**src/rtl/inst_axi_bridge_pkg.sv**
```systemverilog
// Shared constants and state type for the instruction-fetch AXI read bridge.
package inst_axi_bridge_pkg;

  localparam logic [1:0] AXI_BURST_INCR = 2'b01;
  localparam logic [1:0] AXI_RESP_OKAY  = 2'b00;
  localparam logic [3:0] INST_AR_ID     = 4'd0;
  // Word fetch is the natural size before any request has been seen
  localparam logic [1:0] RESET_SIZE     = 2'b10;

  typedef enum logic [1:0] {
    ST_IDLE,
    ST_AR,
    ST_R,
    ST_RESP
  } bridge_state_t;

endpackage

```
**src/rtl/inst_axi_bridge_if.sv**
```systemverilog
// Fetch-side SRAM-like port plus AXI read address/data channels of the bridge.
interface inst_axi_bridge_if #(
  parameter int ADDR_W = 32,
  parameter int DATA_W = 32
);

  logic              inst_sram_en;
  logic              inst_sram_wr;
  logic [1:0]        inst_sram_size;
  logic [3:0]        inst_sram_wen;
  logic [ADDR_W-1:0] inst_sram_addr;
  logic [DATA_W-1:0] inst_sram_wdata;
  logic              inst_sram_addr_ok;
  logic              inst_sram_data_ok;
  logic [DATA_W-1:0] inst_sram_rdata;

  logic [3:0]        arid;
  logic [ADDR_W-1:0] araddr;
  logic [7:0]        arlen;
  logic [2:0]        arsize;
  logic [1:0]        arburst;
  logic [1:0]        arlock;
  logic [3:0]        arcache;
  logic [2:0]        arprot;
  logic              arvalid;
  logic              arready;

  logic [3:0]        rid;
  logic [DATA_W-1:0] rdata;
  logic [1:0]        rresp;
  logic              rlast;
  logic              rvalid;
  logic              rready;

  // The bridge is the AXI master and the responder on the SRAM-like side
  modport master (
    input  inst_sram_en, inst_sram_wr, inst_sram_size, inst_sram_wen,
           inst_sram_addr, inst_sram_wdata,
    output inst_sram_addr_ok, inst_sram_data_ok, inst_sram_rdata,
    output arid, araddr, arlen, arsize, arburst, arlock, arcache, arprot, arvalid,
    input  arready,
    input  rid, rdata, rresp, rlast, rvalid,
    output rready
  );

  modport slave (
    output inst_sram_en, inst_sram_wr, inst_sram_size, inst_sram_wen,
           inst_sram_addr, inst_sram_wdata,
    input  inst_sram_addr_ok, inst_sram_data_ok, inst_sram_rdata,
    input  arid, araddr, arlen, arsize, arburst, arlock, arcache, arprot, arvalid,
    output arready,
    output rid, rdata, rresp, rlast, rvalid,
    input  rready
  );

endinterface

```
**src/rtl/inst_axi_bridge.sv**
```systemverilog
// Single-outstanding AXI read master serving the fetch stage's SRAM-like port.
// Bus-facing valid/ready and data_ok come straight from the state register.
module inst_axi_bridge
  import inst_axi_bridge_pkg::*;
#(
  parameter logic [3:0] AR_ID  = INST_AR_ID,
  parameter int         ADDR_W = 32,
  parameter int         DATA_W = 32
) (
  input  logic               clk,
  input  logic               reset,
  inst_axi_bridge_if.master  bus
);

  bridge_state_t     state_q, state_d;
  logic [ADDR_W-1:0] addr_q;
  logic [1:0]        size_q;
  logic [DATA_W-1:0] rdata_q;
  logic              accept;
  logic              r_done;
  logic              unused_inputs;

  assign accept = (state_q == ST_IDLE) && bus.inst_sram_en && !bus.inst_sram_wr;
  assign r_done = (state_q == ST_R) && bus.rvalid && bus.rlast;

  always_ff @(posedge clk) begin
    if (reset) begin
      state_q <= ST_IDLE;
      addr_q  <= '0;
      size_q  <= RESET_SIZE;
      rdata_q <= '0;
    end else begin
      state_q <= state_d;
      if (accept) begin
        addr_q <= bus.inst_sram_addr;
        size_q <= bus.inst_sram_size;
      end
      if (r_done) begin
        rdata_q <= bus.rdata;
      end
    end
  end

  always_comb begin
    state_d = state_q;
    case (state_q)
      ST_IDLE: if (accept)                    state_d = ST_AR;
      ST_AR:   if (bus.arready)               state_d = ST_R;
      // Beats without rlast are dropped; only the final beat completes
      ST_R:    if (bus.rvalid && bus.rlast)   state_d = ST_RESP;
      ST_RESP:                                state_d = ST_IDLE;
      default:                                state_d = ST_IDLE;
    endcase
  end

  assign bus.inst_sram_addr_ok = accept;
  assign bus.inst_sram_data_ok = (state_q == ST_RESP);
  assign bus.inst_sram_rdata   = rdata_q;

  assign bus.arid    = AR_ID;
  assign bus.araddr  = addr_q;
  assign bus.arlen   = 8'd0;
  assign bus.arsize  = {1'b0, size_q};
  assign bus.arburst = AXI_BURST_INCR;
  assign bus.arlock  = 2'b00;
  assign bus.arcache = 4'b0000;
  assign bus.arprot  = 3'b000;
  assign bus.arvalid = (state_q == ST_AR);
  assign bus.rready  = (state_q == ST_R);

  // Error responses and IDs are deliberately not acted upon
  assign unused_inputs = ^{bus.inst_sram_wen, bus.inst_sram_wdata, bus.rid, bus.rresp};

endmodule

```
**src/flat_wrapper.sv**
```systemverilog
// flat-port wrapper written by rule: the top's interface ports become plain ports
module inst_axi_bridge_flat import inst_axi_bridge_pkg::*;
#(
  parameter logic [3:0] AR_ID  = INST_AR_ID,
  parameter int         ADDR_W = 32,
  parameter int         DATA_W = 32
)
  (clk, reset, bus_inst_sram_en, bus_inst_sram_wr, bus_inst_sram_size, bus_inst_sram_wen, bus_inst_sram_addr, bus_inst_sram_wdata, bus_inst_sram_addr_ok, bus_inst_sram_data_ok, bus_inst_sram_rdata, bus_arid, bus_araddr, bus_arlen, bus_arsize, bus_arburst, bus_arlock, bus_arcache, bus_arprot, bus_arvalid, bus_arready, bus_rid, bus_rdata, bus_rresp, bus_rlast, bus_rvalid, bus_rready);
  inst_axi_bridge_if #(.ADDR_W(ADDR_W), .DATA_W(DATA_W)) bus_i ();
  input  logic clk;
  input  logic reset;
  input wire logic [$bits(bus_i.inst_sram_en)-1:0] bus_inst_sram_en;
  input wire logic [$bits(bus_i.inst_sram_wr)-1:0] bus_inst_sram_wr;
  input wire logic [$bits(bus_i.inst_sram_size)-1:0] bus_inst_sram_size;
  input wire logic [$bits(bus_i.inst_sram_wen)-1:0] bus_inst_sram_wen;
  input wire logic [$bits(bus_i.inst_sram_addr)-1:0] bus_inst_sram_addr;
  input wire logic [$bits(bus_i.inst_sram_wdata)-1:0] bus_inst_sram_wdata;
  output wire logic [$bits(bus_i.inst_sram_addr_ok)-1:0] bus_inst_sram_addr_ok;
  output wire logic [$bits(bus_i.inst_sram_data_ok)-1:0] bus_inst_sram_data_ok;
  output wire logic [$bits(bus_i.inst_sram_rdata)-1:0] bus_inst_sram_rdata;
  output wire logic [$bits(bus_i.arid)-1:0] bus_arid;
  output wire logic [$bits(bus_i.araddr)-1:0] bus_araddr;
  output wire logic [$bits(bus_i.arlen)-1:0] bus_arlen;
  output wire logic [$bits(bus_i.arsize)-1:0] bus_arsize;
  output wire logic [$bits(bus_i.arburst)-1:0] bus_arburst;
  output wire logic [$bits(bus_i.arlock)-1:0] bus_arlock;
  output wire logic [$bits(bus_i.arcache)-1:0] bus_arcache;
  output wire logic [$bits(bus_i.arprot)-1:0] bus_arprot;
  output wire logic [$bits(bus_i.arvalid)-1:0] bus_arvalid;
  input wire logic [$bits(bus_i.arready)-1:0] bus_arready;
  input wire logic [$bits(bus_i.rid)-1:0] bus_rid;
  input wire logic [$bits(bus_i.rdata)-1:0] bus_rdata;
  input wire logic [$bits(bus_i.rresp)-1:0] bus_rresp;
  input wire logic [$bits(bus_i.rlast)-1:0] bus_rlast;
  input wire logic [$bits(bus_i.rvalid)-1:0] bus_rvalid;
  output wire logic [$bits(bus_i.rready)-1:0] bus_rready;
  assign bus_i.inst_sram_en = bus_inst_sram_en;
  assign bus_i.inst_sram_wr = bus_inst_sram_wr;
  assign bus_i.inst_sram_size = bus_inst_sram_size;
  assign bus_i.inst_sram_wen = bus_inst_sram_wen;
  assign bus_i.inst_sram_addr = bus_inst_sram_addr;
  assign bus_i.inst_sram_wdata = bus_inst_sram_wdata;
  assign bus_inst_sram_addr_ok = bus_i.inst_sram_addr_ok;
  assign bus_inst_sram_data_ok = bus_i.inst_sram_data_ok;
  assign bus_inst_sram_rdata = bus_i.inst_sram_rdata;
  assign bus_arid = bus_i.arid;
  assign bus_araddr = bus_i.araddr;
  assign bus_arlen = bus_i.arlen;
  assign bus_arsize = bus_i.arsize;
  assign bus_arburst = bus_i.arburst;
  assign bus_arlock = bus_i.arlock;
  assign bus_arcache = bus_i.arcache;
  assign bus_arprot = bus_i.arprot;
  assign bus_arvalid = bus_i.arvalid;
  assign bus_i.arready = bus_arready;
  assign bus_i.rid = bus_rid;
  assign bus_i.rdata = bus_rdata;
  assign bus_i.rresp = bus_rresp;
  assign bus_i.rlast = bus_rlast;
  assign bus_i.rvalid = bus_rvalid;
  assign bus_rready = bus_i.rready;
  inst_axi_bridge #(.AR_ID(AR_ID), .ADDR_W(ADDR_W), .DATA_W(DATA_W)) u_core (.clk(clk), .reset(reset), .bus(bus_i));
endmodule
```
**config.mk**
```make
export PLATFORM = sky130hd
export DESIGN_NAME = inst_axi_bridge_flat
export DESIGN_NICKNAME = d
export VERILOG_FILES = /design/src/rtl/inst_axi_bridge_pkg.sv /design/src/rtl/inst_axi_bridge_if.sv /design/src/rtl/inst_axi_bridge.sv /design/src/flat_wrapper.sv
export SDC_FILE = /design/constraint.sdc
export NUM_CORES = 1
export LEC_CHECK = 0
export ABC_CLOCK_PERIOD_IN_PS = 3860
export CELL_PAD_IN_SITES_DETAIL_PLACEMENT = 0
export CELL_PAD_IN_SITES_GLOBAL_PLACEMENT = 1
export CORE_ASPECT_RATIO = 2
export CORE_MARGIN = 5
export CORE_UTILIZATION = 23
export DETAILED_ROUTE_END_ITERATION = 7
export HOLD_SLACK_MARGIN = 0.08
export PLACE_DENSITY = 0.95
export SLEW_MARGIN = 20
export SYNTH_ARGS = -nofsm -noshare
export SYNTH_HDL_FRONTEND = slang
export SYNTH_SLANG_ARGS = --single-unit
```
**constraint.sdc**
```tcl
create_clock -name clk -period 3.86 [get_ports clk]
set_clock_uncertainty 0.05 [all_clocks]
set_input_delay 0.965 -clock clk [delete_from_list [all_inputs] [get_ports clk]]
set_output_delay 0.965 -clock clk [all_outputs]
set_load 0.05 [all_outputs]
```
### After elaboration in Yosys (flattened, before gate mapping)

Cells that the tools add are included.

| cells by class | value |
|---|---|
| add/subtract/negate cells | 0 |
| multipliers | 0 |
| div/mod/pow operators | 0 |
| order comparisons | 0 |
| equality and inequality tests | 6 |
| shift-type cells | 0 |
| mux-type cells | 4 |
| bitwise gates (word level) | 0 |
| reduce and logical (&&, ||, !) cells | 8 |

Operators with widths:

| operator | count |
|---|---|
| one-hot mux 2 bit (4 select lines) | 1 |
| 2-to-1 mux 2 bit | 3 |
| logical AND 1 bit | 5 |
| equality test 2 bit, second input constant | 2 |
| != test 2 x 1 -> 1 bit, second input constant | 2 |
| AND reduction 3 bit | 1 |
| equality test 2 x 1 -> 1 bit, second input constant | 1 |
| logical NOT 2 bit | 1 |
| != test 2 bit, second input constant | 1 |
| logical NOT 1 bit | 1 |

| word-level totals | value |
|---|---|
| bits in registers | 68 |
| latch bits | 0 |
| RAM bits | 0 |
| memory bits (read-only) | 0 |
| input bits | 115 |
| output and inout bits | 94 |
| word-level logic and storage cells | 22 |
| memories kept | 0 |

### Longest topological paths before layout

Gate-level depths: netlist (run 1).

| depth | value |
|---|---|
| word-level depth | 5 |
| mapped depth | 7 |
| depth with buffers taken out | 6 |

### Least setup slack after synthesis (run 1)

No wires, ideal clock.

| timing path | value |
|---|---|
| path type | input to output |
| start point | input bus_inst_sram_wr |
| end point | output bus_inst_sram_addr_ok |
| arrival | 1596 ps |
| data required time | 2845 ps |
| path slack | 1249 ps |
| stages | 3 |
| path buffers | 1 |
| cell sequence | nand3b_4 -> clkinv_1 -> buf_2 |

| on the way | value |
|---|---|
| word-level cells in the longest chain between the ends | 2 |

Ends and longest elaborated chain:

| what | line | source |
|---|---|---|
| start: declaration | flat_wrapper.sv:13 | `input wire logic [$bits(bus_i.inst_sram_wr)-1:0] bus_inst_sram_wr;` |
| logical NOT 1 bit | inst_axi_bridge.sv:23 | `assign accept = (state_q == ST_IDLE) && bus.inst_sram_en && !bus.inst_sram_wr;` |
| logical AND 1 bit | inst_axi_bridge.sv:23 |  |
| end: declaration | flat_wrapper.sv:18 | `output wire logic [$bits(bus_i.inst_sram_addr_ok)-1:0] bus_inst_sram_addr_ok;` |

No other way between the ends.

### Worst setup path after layout (run 1)

| timing path | value |
|---|---|
| start point | register u_core.state_q[0] |
| end point | output bus_rready |

| on the way | value |
|---|---|
| word-level cells in the longest chain between the ends | 1 |

Ends and longest elaborated chain:

| what | line | source |
|---|---|---|
| start: declaration | inst_axi_bridge.sv:15 | `bridge_state_t state_q, state_d;` |
| start signal: assignment | inst_axi_bridge.sv:33 | `state_q <= state_d;` |
| equality test 2 bit | inst_axi_bridge.sv:69 | `assign bus.rready = (state_q == ST_R);` |
| end: declaration | flat_wrapper.sv:36 | `output wire logic [$bits(bus_i.rready)-1:0] bus_rready;` |

No other way between the ends.

==> metrics.txt, run 1 <==
Routed WL around 8.1 mm; Seq pwr share 32.3%; Critical Path Sink Type output pin; area fraction of the dominant cell type after synthesis 51.7%; Stages on worst setup path 3; cell family with the largest share of critical-path delay buffers and inverters; Hold Crit Class reg2reg; critical path arrival 1840 ps; status completed; post-synthesis xor/xnor area fraction 0%; post-route minimum period 2850 ps; first-pass GRT wire length roughly 12 mm; FFs w/ async S/R, synth 0%; Final #Nets ~590; # rows 55; post-synthesis instance total about 330; crit share post-route about 74%; CTS sink cnt 68; clock slew at reported path FFs 60 ps; GP Congestion ~0.72; fillers 1157; 1st-pass router iterations 4; Psw about 0.80 mW; Residual DRC 0; Initial Util approximately a quarter; Ant. Diodes 0; Avg Cell Area, Syn slightly below 8 um2; initial drt markers 62; Post-DP Area roughly 0.0041 mm2; crit-path max FO 5; worst reg2reg setup slack between 1500 and 2000 ps; Simple-Gate Fraction of Synth Area a little over a fifth; part of the power in combinational logic between 20% and 30%; Yosys cell types 19; Yosys warning count 0; Worst Setup SP u_core.state_q[0]; Slew @ Worst Pin roughly 900 ps; ANT nets after route 0; setup TNS 0 ps; post-DP HPWL just over 6 mm; Die Span Y 161 um; Synth Area in Compound Gates approximately an eighth; Tot GR Track Use between 10% and 20%; largest family of logic cells by synthesized area simple AND/OR/NAND/NOR gates; startpoint types register; final core utilization about two fifths; Slowest-stage cell, CP clkdlybuf4s50_1; max_slew headroom about two fifths; VDD IR max ~0.00029 V; PD cells 559 mW/mm2; # Post-CTS Setup Buffers 0; Synth Flop Type dfxtp_1; vias in the first global route ~2500; # hold bufs at CTS 0; Synth area leaders dfxtp_1 (52%), nand2_1 (19%), a21oi_1 (12%), buf_4 (6.8%), ha_1 (2.4%); Vias per Instance 4.17; CP Cell Sequence inv_1, ha_1, clkdlybuf4s50_1; synthesized area roughly 0.0026 mm2; post-synthesis mux area share less than 1%; most area-hungry cell type in the Yosys netlist dfxtp_1; flops & latches, synth 68; CP required roughly 2800 ps; core area about 0.011 mm2; max-slew violations 0; initial antenna violation count 0; Internal 1.68 mW; clk buf depth 2; Num CTS Buffers 9; Switching Share 32.4%; clock latency at the later pin of the worst-skew pair ~320 ps; CP endpoint bus_rready; Max Cap Viol 0; Ports 209; RSZ-0062 raised after global routing false; Max Clk Rate 351 MHz; Buf/Inv on CP 2; cell leakage power 1.62 nW; r2r startpoint u_core.state_q[0]; via count ~2600; die width approximately 86 um; Die ar. 0.0138 mm2; Post-Synth Adder-Cell Area under 10%; most frequent cell after synthesis nand2_1; Critical Path Max Stage Delay roughly 830 ps; GRT overflow 0; worst reg2reg path depth 6; Clock power frac about two fifths; sequential-to-total area share from yosys stat between 50% and 60%; largest net degree at the start of global routing between 50 and 60; layout cells sized above 1 slightly above 5%; final cell area excluding filler cells approximately 0.0044 mm2; final hold violations 0; CTS tree yes; number of flops mapped to enable cells by yosys 0; P&R area growth vs syn 68.5%; DR WL/cell between 10 and 15 um; top cells by count, synth nand2_1 (133), dfxtp_1 (68), a21oi_1 (65); final setup vio count 0; Root Driver clkbuf_16; post_cts resized 0; H-Tree Depth 3; critical path class reg2out; PortBufs 142; critical register-to-register path endpoint u_core.bus.inst_sram_rdata[18]
-- sequential cells by signal, summed over array words and instances, names as in the netlist --
name and count:
u_core.bus.inst_sram_rdata 32, u_core.state_q 2, u_core.bus.araddr 32, u_core.size_q 2
-- metrics by stage --
step                hold slack (ps)  instances  worst slack [ps]  total power, mW
global route                    416        615               927             2.60
CTS                             404        615               980             2.53
global placement                391        599              1010             1.52
finish                          401        615              1010             2.48
detailed placement              397        599              1020             1.53
floorplan                       431        355              1250             1.30
-- power groups by stage --
stage / registers [mW] / logic (mW) / clock network, mW
final: 0.801 / 0.709 / 0.971
after global routing: 0.808 / 0.756 / 1.04
after CTS: 0.801 / 0.717 / 1.01
after detailed placement: 0.816 / 0.715 / 0
after global placement: 0.812 / 0.706 / 0
after floorplan: 1.00 / 0.292 / 0
-- metal layers --
layer	track usage, %	up-vias	wire length [um]	part of all wire, %
li1	-	1280	-	-
met1	10.6	1133	2760	34
met2	21.1	138	4290	53
met3	5.26	14	866	11
met4	5.04	0	181	2.2
met5	0	-	0	0
-- cell usage in the layout (no fill, tap or decap) --
master,instances
clkdlybuf4s50_1,140
nand2_1,133
dfxtp_1,68
a21oi_1,65
conb_1,24
clkbuf_16,9
buf_4,6
ha_1,5
inv_1,3
nand2b_1,3
bufinv_16,3
mux2i_1,2
clkbuf_8,2
nand3b_4,1
clkinv_1,1
and3_1,1
nand3_1,1
o21bai_1,1
a222oi_1,1
nand3b_1,1
inv_6,1
clkinvlp_4,1
buf_2,1
-- cells by family after synthesis --
kind of cell	after synthesis
compound gates	67
mux	2
fa+ha+maj	5
flops	68
buf+inv	49
other cells	2
simple gates	140
-- layout make-up --
type | instances | area [um2] | area share, %
sequential | 68 | 1360 | 30.7
clock inverter | 5 | 106 | 2.40
clock buffer | 11 | 253 | 5.70
timing repair buffer | 147 | 1450 | 32.7
multi-input combinational | 238 | 1070 | 24.2
tap | 142 | 178 | 4.00
inverter | 4 | 15.0 | 0.338
-- worst min path at each step --
stage | cells after the start | start | end
after floorplan | 2 | u_core.state_q[1] | u_core.state_q[1]
after global placement | 2 | u_core.bus.araddr[31] | u_core.bus.araddr[31]
after detailed placement | 2 | u_core.bus.inst_sram_rdata[13] | u_core.bus.inst_sram_rdata[13]
after CTS | 2 | u_core.bus.inst_sram_rdata[0] | u_core.bus.inst_sram_rdata[0]
after global routing | 2 | u_core.bus.inst_sram_rdata[14] | u_core.bus.inst_sram_rdata[14]
final | 2 | u_core.bus.inst_sram_rdata[13] | u_core.bus.inst_sram_rdata[13]
-- worst min-delay path: stages (launching register included) --
cell	delay, ps
dfxtp_1	300
nand2_1	50
a21oi_1	50
No activity file was read; power rests on OpenSTA's default activity.
==> inputs of run 2 (changes only) <==
ABC_CLOCK_PERIOD_IN_PS = 2490   (was 3860)
CORE_UTILIZATION = 19   (was 23)
PLACE_DENSITY = 0.85   (was 0.95)
clock period = 2.49 ns   (was 3.86 ns; I/O delays follow)
==> metrics.txt, run 2 (synthesis results as in run 1) <==
Tot GR Track Use 9.56% (-1.9 points); startpoint types register; DR WL/cell 12.5 um (-4.9%); largest net degree at the start of global routing 37 (-29%); final setup margin 118 ps (-891 ps); H-Tree Depth 3 (unchanged); VDD IR max 0.000411 V (+42%); hold path depth 2 (unchanged); crit-path max FO 4 (-1); Die ar. 0.0165 mm2 (+19%); CP endpoint bus_inst_sram_data_ok; r2r startpoint u_core.state_q[0]; post-route minimum period 2370 ps; ANT nets after route 0 (unchanged); Max Cap Viol 0 (unchanged); final setup vio count 0 (unchanged); post_cts resized 0 (unchanged); critical path arrival 1700 ps (-140 ps); Num CTS Buffers 9 (unchanged); Initial Util 19.2% (-4.2 points); clk buf depth 2 (unchanged); Post-Layout Cell Count 631 (+2.6%); Inst Count DP 615 (+2.7%); Routed WL 7.90 mm (-2.5%); CTS sink cnt 68 (unchanged); Ant. Diodes 0 (unchanged); initial antenna violation count 0 (unchanged); PD cells 816 mW/mm2 (+46%); commonest non-fill, non-tap cell in the layout clkdlybuf4s50_1; worst reg2reg setup slack 880 ps (-1050 ps); die width 93.3 um (+8.9%); final hold violations 0 (unchanged); CTS tree yes; status completed; cell leakage power 1.60 nW (-0.91%); Critical Path Sink Type output pin; CP required 1820 ps (-1020 ps); Place WS 313 ps (-702 ps); Hold Crit Class reg2reg; GP Congestion 0.685 (-5.3%); Post-DP Area 0.00410 mm2 (+0.52%); Vias per Instance 4.05 (-2.9%); Worst Hold Slack 401 ps (-0.0450 ps); Root Driver clkbuf_16; clock slew at reported path FFs 50 ps (about the same); # rows 61 (+11%); RSZ-0062 raised after global routing false; setup TNS 0 ps (unchanged); PortBufs 142 (unchanged); max_slew headroom 64.3% (+24 points); fillers 1462 (+26%); Final #Nets 589 (+0.17%); multi-input combinational cell area 0.00107 mm2 (unchanged); crit share post-route 95.3%; first-pass GRT wire length 12.3 mm (+0.11%); final core utilization 32.0% (-7.3 points); via count 2556 (-0.35%); Max Clk Rate roughly 420 MHz; # hold bufs at CTS 0 (unchanged); worst reg2reg path depth 6 (unchanged); PnR Total Power 3.59 mW (+45%); GRT overflow 0 (unchanged); vias in the first global route 2505 (+1.8%); P&R area growth vs syn 67.1%; critical path class reg2out; initial drt markers 87 (+40%); layout cells sized above 1 5.27% (+0.20 points); Ports 209 (unchanged); FF+latch area 0.00136 mm2 (unchanged); post-DP HPWL 5.80 mm (-6.6%); core area 0.0137 mm2 (+22%); Worst Setup SP u_core.state_q[1]; critical register-to-register path endpoint u_core.bus.araddr[18]; Residual DRC 0 (unchanged); Die Span Y 177 um (+9.4%); Slew @ Worst Pin 534 ps (-366 ps); final cell area excluding filler cells 0.00440 mm2 (-0.82%); 1st-pass router iterations 4 (unchanged); max-slew violations 0 (unchanged); clock latency at the later pin of the worst-skew pair 330 ps (about the same); worst hold start u_core.bus.araddr[0]; commonest non-fill, non-tap cells in the layout clkdlybuf4s50_1 (138), nand2_1 (133), dfxtp_1 (68); # Post-CTS Setup Buffers 0 (unchanged)
[run 2: cell types whose count changed in the layout (fill, tap and decap cells not counted), sizes merged]
cell           previous run  this run
buf                       7        10
clkinvlp                  1         0
clkbuf                   11        16
bufinv                    3         0
clkdlybuf4s50           140       138
inv                       4         3
[run 2: final cells by class]
cell class	count	area share (%)
Inverter	4	0.341
Clock buffer	16	6.85
Tap cell	157	4.46
Multi-Input combinational cell	238	24.4
Timing Repair Buffer	148	33.0
Sequential cell	68	30.9
[run 2: critical path, cell delays in order (launching register included)]
cell and delay [ps]:
dfxtp_1 390, ha_1 170, clkdlybuf4s50_1 820
[run 2: layer usage]
metal	part of all wire, %	GRT usage, %	wire, um	vias up
met4	1.8	4.22	143	0
met5	0	0	0	-
met1	41	10.8	3220	1098
met3	19	7.38	1530	12
met2	38	13.1	3010	163
li1	-	-	-	1283
[run 2: worst min path at each step]
stage                                endpoint  slack [ps]
2_1_floorplan               u_core.state_q[1]         430
3_3_place_gp            u_core.bus.araddr[20]         390
3_5_place_dp   u_core.bus.inst_sram_rdata[22]         400
4_1_cts                 u_core.bus.araddr[16]         400
5_1_grt                  u_core.bus.araddr[0]         420
6_report                 u_core.bus.araddr[0]         400
[run 2: report_power, final]
part	switching, mW	leakage (nW)	total, mW	internal, mW
clock network	0.439	0.149	1.25	0.811
logic	0.725	0.901	1.10	0.373
registers	0.0552	0.552	1.24	1.19
==> inputs of run 3 (changes only) <==
SLEW_MARGIN = 30   (was 20)
==> results of run 3 <==
Same layout as run 2: the final DEF is identical, and so are final timing and power.
